[src/rtl/adder_pkg.sv]
// adder_pkg: shared width default and prefix-depth helper for the parallel-prefix adders
package adder_pkg;
  localparam int ADD_WIDTH_DEFAULT = 6;
  function automatic int ks_levels(input int width);
    int l = 0;
    while ((1 << l) < width) l++;
    return l;
  endfunction
endpackage

[src/rtl/ks_prefix_cell.sv]
// ks_prefix_cell: Kogge-Stone black cell merging a high group with the adjacent low group
module ks_prefix_cell (
  input  logic g_hi,
  input  logic p_hi,
  input  logic g_lo,
  input  logic p_lo,
  output logic g_out,
  output logic p_out
);
  assign g_out = g_hi | (p_hi & g_lo);
  assign p_out = p_hi & p_lo;
endmodule

[src/rtl/kogge_stone_adder_6b.sv]
// kogge_stone_adder_6b: registered unsigned adder on a Kogge-Stone carry network, carry-in 0
module kogge_stone_adder_6b
  import adder_pkg::*;
#(
  parameter int WIDTH = ADD_WIDTH_DEFAULT
) (
  input  logic             clk,
  input  logic             rst,
  input  logic             in_valid,
  input  logic [WIDTH-1:0] a,
  input  logic [WIDTH-1:0] b,
  output logic [WIDTH-1:0] sum,
  output logic             cout,
  output logic             out_valid
);
  localparam int L = ks_levels(WIDTH);
  logic [L:0][WIDTH-1:0] gs, ps;
  logic [WIDTH-1:0] sum_c;
  logic p_unused;
  assign gs[0] = a & b;
  assign ps[0] = a ^ b;
  for (genvar k = 0; k < L; k++) begin : g_lvl
    for (genvar i = 0; i < WIDTH; i++) begin : g_bit
      if (i >= (1 << k)) begin : g_cell
        ks_prefix_cell u_cell (
          .g_hi (gs[k][i]),
          .p_hi (ps[k][i]),
          .g_lo (gs[k][i-(1<<k)]),
          .p_lo (ps[k][i-(1<<k)]),
          .g_out(gs[k+1][i]),
          .p_out(ps[k+1][i])
        );
      end else begin : g_pass
        assign gs[k+1][i] = gs[k][i];
        assign ps[k+1][i] = ps[k][i];
      end
    end
  end
  // group propagates of the final level are never needed once carry-in is 0
  assign p_unused = ^ps[L];
  assign sum_c = ps[0] ^ {gs[L][WIDTH-2:0], 1'b0};
  always_ff @(posedge clk or posedge rst) begin
    if (rst) begin
      sum       <= '0;
      cout      <= 1'b0;
      out_valid <= 1'b0;
    end else begin
      out_valid <= in_valid;
      if (in_valid) begin
        sum  <= sum_c;
        cout <= gs[L][WIDTH-1];
      end
    end
  end
endmodule

[config.mk]
export PLATFORM = sky130hd
export DESIGN_NAME = kogge_stone_adder_6b
export DESIGN_NICKNAME = d
export VERILOG_FILES = /design/src/rtl/adder_pkg.sv /design/src/rtl/ks_prefix_cell.sv /design/src/rtl/kogge_stone_adder_6b.sv
export SDC_FILE = /design/constraint.sdc
export NUM_CORES = 1
export LEC_CHECK = 0
export ABC_CLOCK_PERIOD_IN_PS = 1900
export CORE_AREA = 2 2 39 41
export CTS_BUF_LIST = sky130_fd_sc_hd__clkbuf_8
export CTS_CLUSTER_SIZE = 20
export DETAILED_ROUTE_END_ITERATION = 6
export DIE_AREA = 0 0 41 43
export DONT_BUFFER_PORTS = 1
export PLACE_DENSITY = 0.49
export REMOVE_ABC_BUFFERS = 1
export SLEW_MARGIN = 20
export SYNTH_ARGS = -nofsm -noshare
export SYNTH_HDL_FRONTEND = slang
export SYNTH_SLANG_ARGS = --single-unit
export TNS_END_PERCENT = 1
[constraint.sdc]
create_clock -name clk -period 1.9 [get_ports clk]
set_input_delay 0.19 -clock clk [delete_from_list [all_inputs] [get_ports clk]]
set_output_delay 0.19 -clock clk [all_outputs]
set_load 0.005 [all_outputs]
* Yosys cells after proc, flatten, opt, wreduce, memory -nomap -nowiden *
Index checks and enable logic that the tools add are counted.

word-level totals
  register bits after elaboration = 8
  bits of input ports = 15
  output and inout bits = 8
  word-level logic and storage cells = 34

operators by class
  bitwise operators = 31

operators with widths
  kind         count
  $and 1x1->1  17
  $xor 6x6->6  2
  $or 1x1->1   11
  $and 6x6->6  1

* Logic depth before layout (Yosys ltp) *
  depth after elaboration = 7
  mapped depth = 7
  mapped depth without buffers = 7

* Modules after synthesis *
Synthesis repeated with hierarchy kept, for this count alone.

unflattened totals
  cell total of the unflattened synthesis = 55
  area, all modules = 565.5 um2

modules (own cells, without submodules)
  module                instances  cells an instance  area each (um2)  sequential area each (um2)
  kogge_stone_adder_6b  1          33                 400.4            200.2
  ks_prefix_cell        11         2                  15.0             0.0

* Least setup slack after synthesis *
Ideal clock, no wire load.

  kind = input to register
  from = in a[0]
  to = reg sum[4]
  setup time = 0.125 ns
  arrival = 1.360 ns
  data required time = 1.775 ns
  setup slack = 0.415 ns
  stages on the path = 7
  buffers on the path = 0
  path through = ha_1 -> inv_1 -> fa_1 -> nor2b_1 -> o31a_2 -> a21oi_1 -> mux2_2

on the way
  longest elaborated chain between the ends = 6

ends and longest elaborated chain
  element               line                        source
  start, declared       kogge_stone_adder_6b.sv:10  input logic [WIDTH-1:0] a,
  $and 6x6->6           kogge_stone_adder_6b.sv:20  assign gs[0] = a & b;
  $and 1x1->1           ks_prefix_cell.sv:10        assign g_out = g_hi | (p_hi & g_lo);
  $or 1x1->1            ks_prefix_cell.sv:10
  $and 1x1->1           ks_prefix_cell.sv:10
  $or 1x1->1            ks_prefix_cell.sv:10
  $xor 6x6->6           kogge_stone_adder_6b.sv:41  assign sum_c = ps[0] ^ {gs[L][WIDTH-2:0], 1'b0};
  end signal, assigned  kogge_stone_adder_6b.sv:50  sum <= sum_c;
  end, declared         kogge_stone_adder_6b.sv:12  output logic [WIDTH-1:0] sum,

Every way passes these cells.
A chain may end at the register's enable or synchronous reset.

* Final worst setup path *
Same ends and word-level chain as after synthesis.

==> metrics.txt <==
status completed; EDFF count, synth 0; Multi-input gate area 290.3 um^2; first-pass GRT wire length 1324 um; Final setup viols 0; sw frac 23.89%; final instance area 594.3 um^2; Worst Path Buf+Inv 1; Post-Synthesis Cells 46; crit path capture type flip-flop; Ys Warns 0; antenna violations before repair 0; class of the worst hold path in -> reg; antenna cells 0; asr flop ratio synth 100.0%; Final Slew Violations 0; post-cts resize count 0; Clock Sinks 8; row count 14; synthesized cell area 518.0 um^2; final worst slack 522.0 ps; unrepaired setup endpoints after global routing false; Ports 23; die area 1763 um^2; Avg WL per Cell 12.73 um; Tightest Pin Transition 282.7 ps; Die W 41 um; NumNets Final 74; Synth area leaders dfrtp_1 (39%), ha_1 (14%), mux2_2 (8.7%); area grow syn2layout 14.73%; placed cell areas 533.0 um^2; startpoint type of the worst setup path primary input; DR vias/cell 5.045; WL met1 388 um; final hold vios 0; Initial Util 37.43%; clk_lat worst skew 220 ps; Setup TNS 0 ps; max_cap viols 0; Seq/Total Area, Yosys 38.65%; most frequent cell after synthesis dfrtp_1; total CTS buffers 3; crit-path max FO 3; Crit-path slowest cell fa_1; count of state elements after synthesis 8; CTS tree built; power share of the combinational group 19.9%; LEAKAGE 0.0002720 uW; Cell Pwr Density 883.4 nW/um^2; critical-path cell list ha_1, inv_1, fa_1, nor2b_1, o31a_2, a21oi_1, mux2_2; Clock power frac 36.9%; Setup WS pre-CTS 307.5 ps; post-synth top area share 38.65%; Synth Flop Type dfrtp_1; remaining antenna violation count 0; Final period util 72.52%; Arr. time, crit path 1480 ps; Int Power 399.6 uW; gr usage total 10.48%; Placer Congestion 0.7722; met2 WL 373 um; # hold bufs at CTS 2; Net Sw Power 125.4 uW; router iterations before antenna repair 2; die span in y 43 um; fraction of layout cells with a size suffix above 1 22.00%; Sequential Power Share 43.2%; post-synth cell types 22; Largest delay share family, worst path adder cells; DR iter-0 viols 1; largest net degree at the start of global routing 10; setup bufs post-CTS 0; Clock transition at path regs 40 ps; Vias 333; CP required 2000 ps; count of input and output buffers 0; clock skew 0 ps; drt drc 0; Peak VDD IR 0.2810 mV; DR top layer met3; vias in the first global route 344; CORE AREA 1384 um^2; root buffer cell clkbuf_8; FMAX 725.7 MHz; final wirelength 840 um; post-route minimum period 1378 ps; Synth top cells by count dfrtp_1 (8), ha_1 (6), inv_1 (6), mux2_2 (4); storage element area 200.2 um^2; Mapped Avg Cell Area 11.26 um^2; Worst path max stage delay 400 ps; Clock Path Buffers 2; critical path class in -> reg; htree depth 1; Max-Slew Margin vs Limit 81.13%; Util after Layout 42.95%; total gr overflow 0; fillers 132; met3 wire len 78 um; post-synth top area cell dfrtp_1
-- layout make-up --
class	instances	share of cell area [%]
well taps	16	3.368
repair buffers	2	3.368
flip-flops and latches	8	33.68
multi-input cells	31	48.84
inverters	6	3.789
clock buffers	3	6.947
-- per-layer routing --
layer,up-vias,global-route usage [%]
li1,169,-
met2,15,16.25
met4,0,2.000
met5,-,0
met3,0,2.094
met1,149,14.66
-- cells in the final DEF (no fill, tap or decap), drive strengths merged, types with 2 or more instances in the layout --
master and n:
nor2 2, o21ai 3, a21oi 3, dfrtp 8
xnor2 2, dlygate4sd3 2, mux2 5, ha 6
inv 6, clkbuf 3
-- sequential cells by signal, indices dropped and copies added (netlist names) --
signal	flops
sum	6
out_valid	1
cout	1
-- path summary, 6_finish.rpt --
kind	startpoint	to	slack, ps	cells after the start
hold reg to reg	sum[0]	sum[0]	530	1
setup / recovery	a[0]	sum[4]	520	7
min in group asynchronous	rst	sum[1]	350	2
setup reg to reg	sum[5]	sum[5]	1120	1
hold / removal	in_valid	sum[1]	60	1
max in group asynchronous	rst	sum[4]	1330	2
-- power by group through the flow --
stage	Combinational (uW)	Sequential, uW	Clock [uW]
after global routing	119	232	212
after global placement	100	228	0
final	105	227	194
after detailed placement	102	231	0
after floorplan	88.9	223	0
after CTS	106	228	202
-- stage by stage --
stage	hold WS, ps	std cells	power [uW]
after floorplan	5.658	45	311.7
after global placement	21.75	61	328.4
after detailed placement	36.03	61	332.7
after CTS	59.27	66	536.4
after global routing	58.29	66	562.9
final	64.63	66	525.0
-- kinds of logic after synthesis --
kind of cell	Yosys count	synth area share [%]
mux	6	13.53
fa+ha+maj	7	18.36
compound gates	12	16.43
buf+inv	7	5.313
xor+xnor	3	5.073
simple gates	3	2.658
flops	8	38.65
Power figures use the tool's default switching activity.
